--- config.mk ---
export PLATFORM = sky130hd
export DESIGN_NAME = ahb_arbiter
export DESIGN_NICKNAME = d
export VERILOG_FILES = /design/src/rtl/ahb_arbiter.sv
export SDC_FILE = /design/constraint.sdc
export NUM_CORES = 1
export LEC_CHECK = 0
export ABC_AREA = 1
export BUFFER_PORTS_ARGS = -buffer_cell sky130_fd_sc_hd__buf_2
export CAP_MARGIN = 10
export CORE_AREA = 2 2 118 120
export CTS_CLUSTER_SIZE = 10
export DETAILED_ROUTE_END_ITERATION = 10
export DIE_AREA = 0 0 120 122
export RECOVER_POWER = 25
export SYNTH_ARGS = -nofsm -noshare
export SYNTH_HDL_FRONTEND = slang
export SYNTH_SLANG_ARGS = --single-unit
--- constraint.sdc ---
create_clock -name hclk -period 1.68 [get_ports hclk]
set_clock_uncertainty 0.2 [all_clocks]
set_input_delay 0.084 -clock hclk [delete_from_list [all_inputs] [get_ports hclk]]
set_output_delay 0.084 -clock hclk [all_outputs]
set_load 0.01 [all_outputs]
--- src/rtl/ahb_arbiter.sv ---
// ahb_arbiter: round-robin arbiter that lets N_MASTERS AHB-Lite masters share
// one slave-side bus. Address-phase signals are muxed from the address owner
// and write data from the data-phase owner. Ownership moves only at
// arbitration points: bus ready, no lock, and the owner is IDLE or issuing a
// NONSEQ SINGLE. A master that does not own the bus sees m_hready low and
// holds its own request; nothing is buffered here.
module ahb_arbiter #(
    parameter int N_MASTERS      = 2,
    parameter int AHB_ADDR_WIDTH = 32,
    parameter int AHB_DATA_WIDTH = 32
) (
    input  logic                                hclk,
    input  logic                                hreset,
    input  logic [N_MASTERS*AHB_ADDR_WIDTH-1:0] m_haddr,
    input  logic [N_MASTERS*2-1:0]              m_htrans,
    input  logic [N_MASTERS-1:0]                m_hwrite,
    input  logic [N_MASTERS*3-1:0]              m_hsize,
    input  logic [N_MASTERS*3-1:0]              m_hburst,
    input  logic [N_MASTERS*4-1:0]              m_hprot,
    input  logic [N_MASTERS-1:0]                m_hmastlock,
    input  logic [N_MASTERS*AHB_DATA_WIDTH-1:0] m_hwdata,
    output logic [N_MASTERS-1:0]                m_hready,
    output logic [N_MASTERS-1:0]                m_hresp,
    output logic [AHB_DATA_WIDTH-1:0]           m_hrdata,
    output logic [AHB_ADDR_WIDTH-1:0]           s_haddr,
    output logic                                s_hwrite,
    output logic [2:0]                          s_hsize,
    output logic [2:0]                          s_hburst,
    output logic [3:0]                          s_hprot,
    output logic [1:0]                          s_htrans,
    output logic                                s_hmastlock,
    output logic [AHB_DATA_WIDTH-1:0]           s_hwdata,
    output logic                                s_hsel,
    output logic                                s_hready,
    input  logic                                s_hreadyout,
    input  logic                                s_hresp,
    input  logic [AHB_DATA_WIDTH-1:0]           s_hrdata
);

    localparam int IW = (N_MASTERS > 1) ? $clog2(N_MASTERS) : 1;
    typedef logic [IW-1:0] idx_t;

    localparam logic [1:0] HTRANS_IDLE   = 2'b00;
    localparam logic [1:0] HTRANS_NONSEQ = 2'b10;
    localparam logic [2:0] HBURST_SINGLE = 3'b000;

    // Registered arbitration state
    idx_t addr_owner;
    idx_t data_owner;
    logic data_valid;
    idx_t rr_ptr;

    idx_t addr_owner_nxt;
    idx_t rr_ptr_nxt;

    // Owner-side views of the request and a request vector
    logic [N_MASTERS-1:0] req;
    logic                 arb_point;
    logic                 other_found;
    idx_t                 other_idx;
    logic                 own_req;

    // Next round-robin position after a given winner, wrapping at N_MASTERS
    function automatic idx_t rr_next(input idx_t winner);
        idx_t r;
        if (winner == idx_t'(N_MASTERS - 1)) begin
            r = '0;
        end else begin
            r = winner + 1'b1;
        end
        return r;
    endfunction

    // Decode which masters currently have a transfer pending
    always_comb begin
        req = '0;
        for (int i = 0; i < N_MASTERS; i++) begin
            req[i] = (m_htrans[i*2 +: 2] != HTRANS_IDLE);
        end
    end

    // Forward the address-phase signals of the current address owner
    always_comb begin
        s_haddr     = m_haddr[0 +: AHB_ADDR_WIDTH];
        s_htrans    = m_htrans[1:0];
        s_hwrite    = m_hwrite[0];
        s_hsize     = m_hsize[2:0];
        s_hburst    = m_hburst[2:0];
        s_hprot     = m_hprot[3:0];
        s_hmastlock = m_hmastlock[0];
        for (int i = 0; i < N_MASTERS; i++) begin
            if (idx_t'(i) == addr_owner) begin
                s_haddr     = m_haddr[i*AHB_ADDR_WIDTH +: AHB_ADDR_WIDTH];
                s_htrans    = m_htrans[i*2 +: 2];
                s_hwrite    = m_hwrite[i];
                s_hsize     = m_hsize[i*3 +: 3];
                s_hburst    = m_hburst[i*3 +: 3];
                s_hprot     = m_hprot[i*4 +: 4];
                s_hmastlock = m_hmastlock[i];
            end
        end
    end

    // Forward write data from the data-phase owner; read data is broadcast
    always_comb begin
        s_hwdata = m_hwdata[0 +: AHB_DATA_WIDTH];
        for (int i = 0; i < N_MASTERS; i++) begin
            if (idx_t'(i) == data_owner) begin
                s_hwdata = m_hwdata[i*AHB_DATA_WIDTH +: AHB_DATA_WIDTH];
            end
        end
    end

    assign m_hrdata = s_hrdata;
    assign s_hsel   = (s_htrans != HTRANS_IDLE);
    assign s_hready = s_hreadyout;

    // Route ready to both owners and the response only to the data owner
    always_comb begin
        m_hready = '0;
        m_hresp  = '0;
        for (int i = 0; i < N_MASTERS; i++) begin
            if ((idx_t'(i) == addr_owner) ||
                (data_valid && (idx_t'(i) == data_owner))) begin
                m_hready[i] = s_hreadyout;
            end
            if (data_valid && (idx_t'(i) == data_owner)) begin
                m_hresp[i] = s_hresp;
            end
        end
    end

    // Ownership may only move when the owner is between transfers or on a
    // single-beat transfer, the bus is ready and no lock is held. Bursts of
    // undefined length (INCR) keep the bus until the owner goes IDLE.
    assign own_req   = (s_htrans != HTRANS_IDLE);
    assign arb_point = s_hreadyout && !s_hmastlock &&
                       ((s_htrans == HTRANS_IDLE) ||
                        ((s_htrans == HTRANS_NONSEQ) && (s_hburst == HBURST_SINGLE)));

    // Round-robin scan from rr_ptr for the first requester other than the owner
    always_comb begin
        int cand;
        cand        = 0;
        other_found = 1'b0;
        other_idx   = addr_owner;
        for (int k = 0; k < N_MASTERS; k++) begin
            cand = int'(rr_ptr) + k;
            if (cand >= N_MASTERS) begin
                cand = cand - N_MASTERS;
            end
            if (!other_found && req[cand] && (idx_t'(cand) != addr_owner)) begin
                other_found = 1'b1;
                other_idx   = idx_t'(cand);
            end
        end
    end

    // Grant decision: another requester wins, else the owner keeps the bus
    always_comb begin
        addr_owner_nxt = addr_owner;
        rr_ptr_nxt     = rr_ptr;
        if (arb_point) begin
            if (other_found) begin
                addr_owner_nxt = other_idx;
                rr_ptr_nxt     = rr_next(other_idx);
            end else if (own_req) begin
                rr_ptr_nxt     = rr_next(addr_owner);
            end
        end
    end

    // Arbitration and data-phase state; everything freezes during wait states
    always_ff @(posedge hclk) begin
        if (hreset) begin
            addr_owner <= '0;
            data_owner <= '0;
            data_valid <= 1'b0;
            rr_ptr     <= idx_t'(1 % N_MASTERS);
        end else if (s_hreadyout) begin
            addr_owner <= addr_owner_nxt;
            rr_ptr     <= rr_ptr_nxt;
            data_owner <= addr_owner;
            data_valid <= s_htrans[1];
        end
    end

endmodule
==> impl_metrics.json <==
{
  "p_int_mw": 0.778,
  "critPathArrivalTime_ns": 1.27,
  "yosysUniqueCellTypes": 16,
  "yosysWarnings": 0,
  "tightest_slew_ns": 0.353,
  "insertion_delay_ns": 0.23,
  "die_x_um": 120,
  "routabilityCongestion": 0.733,
  "finalSetupViolations": 0,
  "cts_tree": "done",
  "yosysMostFrequentCell": "nand2_1",
  "maxSlewHeadroom": 0.765,
  "critPathTopFamily": "buffers and inverters",
  "whs_endpoint": "data_valid",
  "die-area_um2": 14600,
  "hold_start": "m_htrans[1]",
  "clock_path_buffers": 2,
  "grt_pass1_vias": 2356,
  "slowest_stage": "dfxtp_1",
  "routed_wl_mm": 8.05,
  "drive_gt1_frac": 0.466,
  "io_buffers": 243,
  "viasPerCell": 3.60,
  "drt-pass1-iter-count": 4,
  "synth_top_cell_by_area": "nand2_1",
  "sequentialPowerShare": 0.063,
  "clock-root-buffer": "clkbuf_16",
  "cts_max_level": 1,
  "cp_cell_sequence": "buf_4, nand2_1, nand2_1, buf_2",
  "p_sw_frac": 0.378,
  "num_antenna_cells": 0,
  "synth_flop_cell": "dfxtp_1",
  "yosysSeqAreaShare": 0.0416,
  "report.final.slew_viol_count": 0,
  "globalRoute.totalOverflow": 0,
  "grt_pass1_wl_mm": 11.1,
  "hpwl_mm": 5.99,
  "grt_max_degree": 51,
  "syn_nets": 518,
  "initialDrtViolationCount": 53,
  "cp_max_fo": 32,
  "p_clk_frac": 0.308,
  "powerDensity_nw_per_um2": 401,
  "hold_depth": 5,
  "clock.fmax_ghz": 0.645,
  "comb_power_share": 0.628,
  "dpl_cell_area_um2": 2640,
  "syn_area_per_cell_um2": 4.43,
  "synthTopCellsByCount": "nand2_1 (238), buf_4 (34), clkbuf_1 (13)",
  "grt_util_all_layers": 0.0932,
  "hold_violations": 0,
  "status": "finished, final reports clean",
  "cp_num_buf_inv": 2,
  "syn-cell-area_um2": 1440,
  "fin_crit_ns": 1.55,
  "drc": 0,
  "final_nets": 759,
  "fin_crit_sh": 0.923,
  "start_util": 0.107,
  "reg2regPathDepth": 4,
  "synth_async_sr_flop_share": 0,
  "setup-tns-final_ns": 0,
  "synth_seq_cells": 3,
  "netlist_instances": 326,
  "ir_worst_vdd_mv": 0.226,
  "r2r-start": "addr_owner",
  "max-cap-violations": 0,
  "ant_nets": 0,
  "p_leak_nw": 1.99,
  "synth_edf_count": 0,
  "vias": 2689,
  "slowest_delay_ns": 0.35,
  "clkSlewWorstSetupHoldPaths_ns": 0.03,
  "fin_area_um2": 3120,
  "yosys.area.top_type_share": 0.619,
  "rows": 43,
  "hold_path_class": "in -> reg",
  "synthTopCellsByArea": "nand2_1 (62%), buf_4 (18%), dfxtp_1 (4.2%), clkbuf_1 (3.4%), inv_1 (2.6%)",
  "r2r-end": "data_owner",
  "wl_per_cell_um": 10.8,
  "path_common_cell": "nand2_1",
  "antenna_found_initial": 0,
  "rsz0062_at_grt": "no",
  "ff2ff_setup_slack_ns": 0.13,
  "io_pins": 308,
  "cts_buffers": 3,
  "end_kind": "primary output",
  "syn_to_final_growth_pct": 116,
  "core_area_um2": 13500,
  "n_fill_cell": 1576,
  "cp-start-kind": "register",
  "die_h_um": 122,
  "p_sw_mw": 0.473,
  "cp.required_ns": 1.40,
  "critPathKind": "reg -> out",
  "cts_sinks": 3
}
==> kinds of logic after synthesis <==
family / after synthesis / synth area share
and+or+nand+nor: 256 / 0.685
buffers and inverters: 62 / 0.256
AOI/OAI and AO/OA: 5 / 0.0173
DFF: 3 / 0.0416
==> metrics by stage <==
stage	utilization	hold slack (ns)	instances	power (mW)	worst slack [ns]
after global placement	0.195	-0.0319	705	0.756	0.240
after global routing	0.231	0.116	746	1.35	0.0214
after CTS	0.226	0.0511	743	1.24	0.0101
final	0.231	0.0431	746	1.25	0.129
after detailed placement	0.195	-0.0319	705	0.759	0.206
after floorplan	-	-0.0469	326	0.454	0.287
==> worst max-delay path by stage <==
stage                from           to  slack [ns]  cells past startpoint
3_5_place_dp   addr_owner   addr_owner        0.21                     10
5_1_grt        data_owner  s_hwdata[7]        0.02                      4
6_report       data_owner  s_hwdata[3]        0.13                      4
2_1_floorplan  addr_owner   addr_owner        0.29                     11
3_3_place_gp   addr_owner   addr_owner        0.24                     10
4_1_cts        addr_owner  s_haddr[27]        0.01                      5
==> routing by layer <==
metal	vias up	share of wire	global-route usage	routed length [um]
li1	1407	-	-	-
met1	1122	0.38	0.102	3030
met2	153	0.53	0.182	4270
met3	7	0.079	0.0159	635
met4	0	0.014	0.0265	111
met5	-	0	0	0
==> worst register-to-register path: cells and delay by family, from the launching register on <==
kind	cells	cell delay (ns)
AND/OR/NAND/NOR	1	0.08
buffers and inverters	2	0.71
flip-flops	1	0.37
AO/OA/AOI/OAI	1	0.15
==> flip-flops by register name, indices dropped and copies added, names as in the netlist <==
| register | flops |
|---|---|
| addr_owner | 1 |
| data_valid | 1 |
| data_owner | 1 |
==> power groups by stage <==
stage / Combinational (mW) / Clock [mW] / Sequential [mW]
after floorplan: 0.376 / 0 / 0.0779
after global routing: 0.873 / 0.400 / 0.0800
after global placement: 0.676 / 0 / 0.0804
final: 0.786 / 0.386 / 0.0793
after CTS: 0.769 / 0.391 / 0.0795
after detailed placement: 0.678 / 0 / 0.0806
==> cells in the final DEF, fill, tap and decap left out <==
cell type,instances
nor2_4,1
dfxtp_1,2
clkbuf_1,2
a21oi_1,2
nand4_1,1
buf_6,1
inv_4,1
dlygate4sd3_1,34
nand3_2,1
clkbuf_16,5
nand2_2,5
o21ai_0,3
nor2_1,10
buf_2,242
buf_4,5
inv_1,10
dfxtp_4,1
nand2_1,238
buf_12,2
==> layout make-up <==
cell class	count	area [um2]	area share
Tap cell	180	225	0.0722
Clock buffer	4	78.8	0.0253
Timing Repair Buffer	287	1690	0.543
Multi-Input combinational cell	261	1010	0.325
Inverter	11	43.8	0.0140
Sequential cell	3	63.8	0.0204
==> repair_timing <==
item | in CTS | in global routing
setup endpoints to repair | 0 | 29
setup buffers | 0 | 1
hold endpoints to repair | 34 | 0
gates resized for setup | 0 | 4
hold buffers | 34 | 0
Power figures use the tool's default switching activity.
